**config.mk**
```make
export PLATFORM = sky130hd
export DESIGN_NAME = alu_sched
export DESIGN_NICKNAME = d
export VERILOG_FILES = /design/src/rtl/alu_sched.sv
export SDC_FILE = /design/constraint.sdc
export NUM_CORES = 1
export LEC_CHECK = 0
export ABC_CLOCK_PERIOD_IN_PS = 1500
export CAP_MARGIN = 20
export CORE_AREA = 5 5 70 72
export DETAILED_ROUTE_END_ITERATION = 12
export DIE_AREA = 0 0 75 77
export GPL_ROUTABILITY_DRIVEN = 1
export GPL_TIMING_DRIVEN = 1
export HOLD_SLACK_MARGIN = 0.08
export PLACE_DENSITY = 0.78
export SLEW_MARGIN = 20
export SYNTH_ARGS = -nofsm -noshare
export SYNTH_HDL_FRONTEND = slang
export SYNTH_SLANG_ARGS = --single-unit
```
**constraint.sdc**
```tcl
create_clock -name Clk -period 1.5 [get_ports Clk]
set_input_delay 0.15 -clock Clk [delete_from_list [all_inputs] [get_ports Clk]]
set_output_delay 0.15 -clock Clk [all_outputs]
set_load 0.03 [all_outputs]
```
**src/rtl/alu_sched.sv**
```systemverilog
// alu_sched: shares one combinational ALU between two requesters, one operation at a time.
// Define ALU_SCHED_RR_EN for round-robin arbitration; otherwise requester 0 has fixed priority.
module alu_sched #(
    parameter int DW = 8
) (
    input  logic          Clk,
    input  logic          Reset,
    input  logic          req0_valid,
    output logic          req0_ready,
    input  logic [2:0]    req0_op,
    input  logic [DW-1:0] req0_a,
    input  logic [DW-1:0] req0_b,
    input  logic          req1_valid,
    output logic          req1_ready,
    input  logic [2:0]    req1_op,
    input  logic [DW-1:0] req1_a,
    input  logic [DW-1:0] req1_b,
    output logic [2:0]    alu_op,
    output logic [DW-1:0] alu_a,
    output logic [DW-1:0] alu_b,
    input  logic [DW-1:0] alu_result,
    output logic          rsp_valid,
    output logic          rsp_id,
    output logic [DW-1:0] rsp_data,
    input  logic          rsp_ready,
    output logic          busy
);

    typedef enum logic [1:0] {
        IDLE,
        EXEC,
        RESP
    } state_t;

    state_t        r_state;
    logic [2:0]    r_aluOp;
    logic [DW-1:0] r_aluA;
    logic [DW-1:0] r_aluB;
    logic          r_rspValid;
    logic          r_rspId;
    logic [DW-1:0] r_rspData;
    logic          r_busy;

    logic          w_winner;
    logic          w_grantOpen;
    logic          w_accept;

`ifdef ALU_SCHED_RR_EN
    logic          r_rrPtr;

    // The pointer only breaks ties; a lone valid requester always wins.
    always_comb begin
        w_winner = 1'b0;
        if (req0_valid && req1_valid)
            w_winner = r_rrPtr;
        else if (req1_valid)
            w_winner = 1'b1;
    end

    always_ff @(posedge Clk) begin
        if (Reset)
            r_rrPtr <= 1'b0;
        else if (r_state == RESP && rsp_ready)
            r_rrPtr <= ~r_rspId;
    end
`else
    assign w_winner = ~req0_valid;
`endif

    assign w_grantOpen = (r_state == IDLE) && !Reset;
    assign req0_ready  = w_grantOpen && req0_valid && !w_winner;
    assign req1_ready  = w_grantOpen && req1_valid && w_winner;
    assign w_accept    = req0_ready || req1_ready;

    always_ff @(posedge Clk) begin
        if (Reset) begin
            r_state    <= IDLE;
            r_aluOp    <= 3'b000;
            r_aluA     <= '0;
            r_aluB     <= '0;
            r_rspValid <= 1'b0;
            r_rspId    <= 1'b0;
            r_rspData  <= '0;
            r_busy     <= 1'b0;
        end else begin
            case (r_state)
                IDLE: begin
                    if (w_accept) begin
                        r_aluOp <= w_winner ? req1_op : req0_op;
                        r_aluA  <= w_winner ? req1_a  : req0_a;
                        r_aluB  <= w_winner ? req1_b  : req0_b;
                        r_rspId <= w_winner;
                        r_busy  <= 1'b1;
                        r_state <= EXEC;
                    end
                end
                EXEC: begin
                    r_rspData  <= alu_result;
                    r_rspValid <= 1'b1;
                    r_state    <= RESP;
                end
                RESP: begin
                    if (rsp_ready) begin
                        r_rspValid <= 1'b0;
                        r_busy     <= 1'b0;
                        r_state    <= IDLE;
                    end
                end
                default: begin
                    r_rspValid <= 1'b0;
                    r_busy     <= 1'b0;
                    r_state    <= IDLE;
                end
            endcase
        end
    end

    assign alu_op    = r_aluOp;
    assign alu_a     = r_aluA;
    assign alu_b     = r_aluB;
    assign rsp_valid = r_rspValid;
    assign rsp_id    = r_rspId;
    assign rsp_data  = r_rspData;
    assign busy      = r_busy;

endmodule

```
==> reports/qor.yml <==
final_layout:
  final_nets: 279
  area_growth_pct: 65.0
  n_antenna_cell: 0
  layout.cells.non_filler: 281
  multi_input_area_um2: 772
  layout-drive-gt1-share_pct: 21.8
  regArea_um2: 642
  nFillCells: 364
  final_cell_area_um2: 2490
pwr:
  ir_drop_mv: 0.568
  intPower_mw: 1.69
  power_density_nw_per_um2: 961
  p_comb_share_pct: 32.3
  clock_power_share_pct: 27.0
  seq_power_share_pct: 40.7
  sw_frac_of_total_pct: 29.5
  p_leak_nw: 0.942
  p_switching_mw: 0.705
critical_path:
  required_ps: 1350
  crit_path_max_fanout: 2
  rrSetupSlack_ps: 130
  arrival_ps: 1300
  cp-start-kind: "register"
  crit_path_end_kind: "output pin"
  timing.rr.start: "r_state[0]"
  cp_num_buf_inv: 1
  r2r-end: "alu_op[1]"
  slowest_stage: "clkdlybuf4s50_1"
  worst-path-stages: 1
  critPathTopFamily: "buffers and inverters"
  worstSetupEndpoint: "alu_a[5]"
  crit_chain: "clkdlybuf4s50_1"
  cp_slowest_stage_delay_ps: 690
  critPathKind: "reg -> out"
  worstSetupStartpoint: "alu_a[5]"
  r2r_cells: 4
yosys:
  syn_avg_cell_area_um2: 10.5
  yosysTopAreaCellShare_pct: 42.4
  yosysTopAreaCell: "dfxtp_1"
  syn_area_um2: 1510
  synthCells: 144
  ys_warn_count: 0
  synth_area_leaders: "dfxtp_1 42%, a211oi_2 15%, mux2i_1 13%"
  yosysSeqAreaShare_pct: 42.4
  synth_cell_types: 20
  syn_nets: 195
  ys_ff_latch: 32
floorplan:
  io_pins: 83
  core_area_um2: 4230
  initial_core_util_pct: 35.7
  die_x_um: 75
  dieArea_um2: 5780
  die_y_um: 77
  fp-row-count: 24
clock_network:
  numCtsBuffers: 5
  cts_tree: "built"
  cts.reportedPaths.clkPinSlew_ps: 60
  clk_latency_ps: 270
  clock-sinks: 32
  htreeDepth: 2
  clockRootBuffer: "clkbuf_8"
  clk_path_buf_depth: 2
  postCtsHoldBufs: 0
sta:
  setup_viol: 0
  hold_viol_final: 0
  fmax_mhz: 689
  relSlewSlack_pct: 71.1
  rsz0062_at_grt: "no"
  slew_violations: 0
  whs_ps: 427
  finalCriticalPeriod_ps: 1450
  skew_ps: 4.32
  worst_pin_slew_ps: 434
  period_share_pct: 96.7
detailed_routing:
  viasPerCell: 4.79
  drt-total-wl_um: 3970
  num_vias: 1347
  drc: 0
  wl_per_cell_um: 14.1
  drt_iter0_drc: 58
  postRouteAntennaNets: 0
  first_pass_iters: 4
grt:
  grt_max_degree: 31
  grt_pass1_wl_um: 6350
  gr-usage-all-layers_pct: 13.8
  antenna_found_initial: 0
  grt_pass1_vias: 1350
  grt-ovfl-total: 0
status:
  status: "finished, final reports clean"
worst_hold_path:
  min-delay-start: "alu_result[3]"
  hold_path.class: "in -> reg"
placement:
  placed_area_um2: 2380
  dp.cells: 271
  gp_congestion: 0.676
  portBuffers: 82
  dp.final_hpwl_um: 2960
flow_run:
  cap_violations: 0
-- power by group through the flow --
stage / sequential (mW) / clock (mW) / combinational, mW
2_1_floorplan: 1.13 / 0 / 0.293
3_3_place_gp: 0.989 / 0 / 0.762
3_5_place_dp: 0.991 / 0 / 0.772
4_1_cts: 0.973 / 0.676 / 0.783
5_1_grt: 0.983 / 0.728 / 0.823
6_report: 0.973 / 0.647 / 0.774
-- cell type report --
class	count	share of cell area, %
tap	52	2.61
multi-input combinational	98	31.0
clock buffer	8	3.62
timing repair buffer	91	37.0
sequential	32	25.8
-- layout by cell type, fill, tap and decap left out, types with 2 or more instances in the layout --
cell type,Yosys,routed
dfxtp_1,32,31
a211oi_2,18,18
clkbuf_1,2,2
a21oi_2,10,10
clkbuf_8,0,6
a21oi_1,19,19
a211oi_1,2,2
buf_4,0,7
nor2_1,4,4
clkdlybuf4s50_1,0,78
buf_12,0,3
mux2i_1,19,19
nand2_1,16,16
o21a_1,3,3
-- metrics by stage --
stage | setup slack (ps) | TNS [ps] | total power [mW] | util [%]
floorplan | 162 | 0 | 1.43 | -
global placement | 10.7 | 0 | 1.75 | 56.2
detailed placement | -65.2 | -79.3 | 1.76 | 56.2
CTS | 25.9 | 0 | 2.43 | 58.7
global route | 2.57 | 0 | 2.53 | 58.8
finish | 49.5 | 0 | 2.39 | 58.8
-- worst min-delay path by stage --
stage	slack [ps]	cells after the start	end
after floorplan	290	2	rsp_data[0]
after global placement	440	2	rsp_data[5]
after detailed placement	440	1	rsp_valid
after CTS	410	3	rsp_data[5]
after global routing	410	5	alu_a[3]
final	430	3	rsp_data[3]
-- synth_stat cells --
master    count
or2_4         1
nand2b_1      1
nand2_1      16
and3b_1       1
buf_2         6
nor3_4        1
and2_1        1
nor2b_1       1
a21oi_1      19
buf_1         1
mux2i_1      19
a211oi_2     18
nor2_1        4
o21a_1        3
and2_4        1
clkbuf_1      2
a211oi_1      2
buf_6         5
dfxtp_1      32
a21oi_2      10
-- state kept, by name, summed over array words and instances (netlist names) --
signal / flops
busy: 1
alu_b: 8
r_state: 2
alu_a: 8
rsp_valid: 1
rsp_data: 8
alu_op: 3
rsp_id: 1
-- logic make-up after synthesis --
kind of cell	after synthesis	synth area share, %
AO/OA/AOI/OAI	52	29.5
flip-flops	32	42.4
AND/OR/NAND/NOR	27	9.03
multiplexers	19	12.6
buffers and inverters	14	6.46
-- worst min-delay path: stages --
cell             delay (ps)
clkdlybuf4s50_1         390
nand2_1                  50
a21oi_1                  50
-- layer usage --
metal	vias to the layer above	global-route usage, %	part of all wire [%]
met5	-	0	0
met4	0	3.74	0.43
met3	2	4.71	11
met2	48	23.0	49
met1	612	16.6	40
li1	685	-	-
-- timing repair --
action | 4_1_cts | 5_1_grt
buffers inserted | 2 | 0
setup endpoints to repair | 2 | 3
pin swaps | 1 | 1
gates resized for setup | 0 | 3
Power figures use the tool's default switching activity.
==> variant 1 (same settings) <==
The parameter `DW` goes from 8 to 12.
--- a/src/rtl/alu_sched.sv
+++ b/src/rtl/alu_sched.sv
@@ -1,7 +1,7 @@
 // alu_sched: shares one combinational ALU between two requesters, one operation at a time.
 // Define ALU_SCHED_RR_EN for round-robin arbitration; otherwise requester 0 has fixed priority.
 module alu_sched #(
-    parameter int DW = 8
+    parameter int DW = 12
 ) (
     input  logic          Clk,
     input  logic          Reset,
Interface: changed (8 resized); port bits go from 83 to 115. The function was not compared with the original's and may differ.
==> variant 1 against the original RTL <==
- sequential cell count grew 12
- routed wire length grew 44%
- register-to-register slack lost 0.06 ns
- clock power grew 21%
- worst setup slack lost 0.042 ns
- synthesized area grew 26%
- maximum frequency shrank 2.8%
- first-iteration DRC count grew 98%
- largest cell class unchanged
- total power grew 30%
- core utilization grew 19 points
- design area grew 32%
==> variant 1: results (changes against the original RTL) <==
Overall Global Routing Usage=0.1864 (was 0.1383); NumNets Final=384 (was 279); WL met2=2800 um (was 1941 um); synth warn=0 (unchanged); Worst Tran Pin Value=0.4923 ns (was 0.4342 ns); DRT iter0 DRCs=115 (was 58); Post-Place Cells=353 (was 271); status=complete, no violations (unchanged); Antenna diodes=0 (unchanged); post_cts resized=2 (was 0); vias in the first global route=1725 (was 1350); clock buffer count from CTS=5 (unchanged); syn avg cell area=9.586 um2 (was 10.49 um2); Bufs on Longest Clock Path=2 (unchanged); met1 Use GR=0.2316 (was 0.1663); IO Port Bufs=114 (was 82); Clock Latency Late Sink=0.29 ns (was 0.27 ns); syn_nets=269 (was 195); global-route wire length before repair=8535 um (was 6348 um); largest net degree at the start of global routing=43 (was 31); Worst-path clk slew=0.08 ns (was 0.06 ns); met3 WL=619 um (was 424 um); gr busiest metal=met2 (unchanged); P_leak=1.531 nW (was 0.9419 nW); synth cell count leaders=dfxtp_1, a21oi_1, mux2i_1 (unchanged); share of cells above drive strength 1=0.1278 (was 0.2183); met3 Track Usage GR=0.05882 (was 0.04706); number of routed nets with antenna violations=0 (unchanged); postcts setup bufs=2 (unchanged); met2 Usage GRT=0.3040 (was 0.2300); drt pass-1 iters=5 (was 4); WL final=5728 um (was 3968 um); drt wl/cell=15.69 um (was 14.12 um); asr flop ratio synth=0 (unchanged); worst-path fanout max=6 (was 2); CP max stage delay=0.37 ns (was 0.69 ns); DR vias=1884 (was 1347); Hold WC Path Type=in2reg (unchanged); synth top area cells=dfxtp_1, mux2i_1, a21oi_1 (was dfxtp_1, a211oi_2, mux2i_1); slowest cell on the critical path=dfxtp_4 (was clkdlybuf4s50_1); placer congestion estimate=0.7241 (was 0.6757); sequential area share after synthesis=0.4641 (was 0.4242); met1 WL=2253 um (was 1585 um); initial antenna violation count=0 (unchanged); Max VDD drop=0.6911 mV (was 0.5681 mV); H-Tree Depth=2 (unchanged); skew final=0.005943 ns (was 0.004316 ns); placed wire-length estimate=4124 um (was 2959 um); post-synth cell types=21 (was 20); Max Used Layer=met4 (unchanged); fillcell total=328 (was 364); clock root cell=clkbuf_8 (unchanged)
## variant 1: cell types whose count changed after synthesis, moves of 9 or more
cell	delta
a211oi_1	+16
a21oi_1	+22
clkbuf_1	+9
a21oi_2	-10
dfxtp_1	+12
## variant 1: cells by family (layout without fill, tap and decap cells)
family / after synthesis / in the layout / share of synthesized area
AOI/OAI and AO/OA: 72 / 72 / 0.2571
DFF: 44 / 44 / 0.4641
and+or+nand+nor: 35 / 36 / 0.08043
buffers and inverters: 20 / 134 / 0.05603
muxes: 27 / 27 / 0.1424
## variant 1: through the flow
stage | setup WS [ns] | cell area, um2 | power [mW] | utilization
after floorplan | 0.04587 | 1898 | 1.879 | -
after global placement | -0.009719 | 3080 | 2.323 | 0.7275
final | 0.007326 | 3284 | 3.117 | 0.7757
after global routing | -0.04232 | 3284 | 3.271 | 0.7757
after detailed placement | -0.08523 | 3080 | 2.337 | 0.7275
after CTS | 0.004893 | 3197 | 3.121 | 0.7550
## variant 1: power by group
group	total (mW)	internal (mW)	switching [mW]	leakage, nW
registers	1.33	1.27	0.0558	0.363
logic	1.00	0.494	0.510	1.12
clock network	0.783	0.410	0.373	0.0503
## variant 1: final timing paths
check	start	to	slack [ns]	cells past startpoint
worst max-delay path	r_state[1]	req0_ready	0.007	4
worst min-delay path	req0_valid	rsp_id	0.34	3
worst max register to register	r_state[1]	alu_b[7]	0.07	5
worst min register to register	busy	busy	0.45	1
## variant 1: cell type report
type	instances	area, um2	area share
clock buffers	7	96.34	0.02933
repair buffers	127	1304	0.3970
multi-input cells	135	934.6	0.2846
well taps	52	65.06	0.01981
flip-flops and latches	44	884.6	0.2693
## variant 1: critical path, delay by kind of cell, from the launching register on
kind / cells / cell delay, ns
buffers and inverters: 2 / 0.28
DFF: 1 / 0.37
and+or+nand+nor: 2 / 0.41
==> variant 2 (same flow settings) <==
Without the edit above. The 3 states of `state_t` get a one-hot encoding in 3 bits.
--- a/src/rtl/alu_sched.sv
+++ b/src/rtl/alu_sched.sv
@@ -26,10 +26,10 @@
     output logic          busy
 );
 
-    typedef enum logic [1:0] {
-        IDLE,
-        EXEC,
-        RESP
+    typedef enum logic [2:0] {
+        IDLE = 3'b001,
+        EXEC = 3'b010,
+        RESP = 3'b100
     } state_t;
 
     state_t        r_state;
Formal check against the unedited RTL: same outputs for any inputs over 10 cycles, from zero or initial values and one cycle with Reset high; not proved beyond that.
==> variant 2 against the original RTL <==
- the run now ends with negative setup slack left
- synthesized area up 2.3%
- sequential power up 2.6%
- design area rose by 6.7%
- clock power up 2%
- total power rose by 6.6%
- sequential cell count up 1
- count of clock-buffer cells in the layout is 1 lower
- worst setup slack worse by 0.10 ns
- routed wire length up 19%
==> variant 2: results (changes against the original RTL) <==
worst hold slack=0.4146 ns (was 0.4268 ns); Post-Place Cells=286 (was 271); R2R Path Start=r_state[1] (was r_state[0]); hold wc startpoint=alu_result[6] (was alu_result[3]); status=complete, but fails checks (was complete, no violations); register area=668.1 um2 (was 641.9 um2); multi-input gate share of total cell area=0.2957 (was 0.3099); clock sink count=33 (was 32); P_leak=1.078 nW (was 0.9419 nW); share of cells above drive strength 1=0.2351 (was 0.2183); NumNets Final=302 (was 279); clock buffer count in the final layout=7 (was 8); post-synthesis cell count=150 (was 144); post-synth cell types=28 (was 20); worst-path fanout max=3 (was 2); Fin Setup TNS=-0.1044 ns (was 0 ns); global-route wire length before repair=7231 um (was 6348 um); placed cell areas=0.002461 mm2 (was 0.002379 mm2); placed wire-length estimate=3404 um (was 2959 um); Layout non-clock buf frac=0.3931 (was 0.3702); syn_nets=201 (was 195); Final setup viols=2 (was 0); slowest cell on the critical path=dfxtp_4 (was clkdlybuf4s50_1); sequential area share after synthesis=0.4275 (was 0.4242); violated checks=negative setup slack; slack of the critical path=-0.05445 ns (was 0.04954 ns); DR vias=1490 (was 1347); Overall Global Routing Usage=0.1606 (was 0.1383); register share of total power=0.391 (was 0.407)
[variant 2: cell count changes after synthesis, sizes merged, moves of 2 or more]
| cell | unedited run | this run |
|---|---|---|
| buf | 12 | 10 |
| clkbuf | 2 | 4 |
| inv | 0 | 2 |
| nor2 | 4 | 1 |
| nor3b | 0 | 3 |
| nor4b | 0 | 2 |
| o21a | 3 | 0 |
[variant 2: per-layer routing]
metal  track usage  vias to the layer above  part of all wire
met1        0.1994                      687              0.40
met4       0.05516                        0             0.019
met2        0.2596                       44              0.51
met5             0                        -                 0
met3       0.04706                        9             0.066
li1              -                      750                 -
[variant 2: cells by family after synthesis]
kind of cell	count (synthesis)	synth area share
mux	19	0.1231
buf+inv	16	0.07611
compound gates	54	0.2664
flops	33	0.4275
simple gates	28	0.1069
[variant 2: what timing repair did]
item | CTS | global route
hold endpoints to repair | 0 | 0
hold buffers | 0 | 0
cloned | 0 | 1
setup buffers | 3 | 6
gates resized for setup | 2 | 11
endpoints found under the setup margin | 2 | 27
pin swaps | 2 | 1
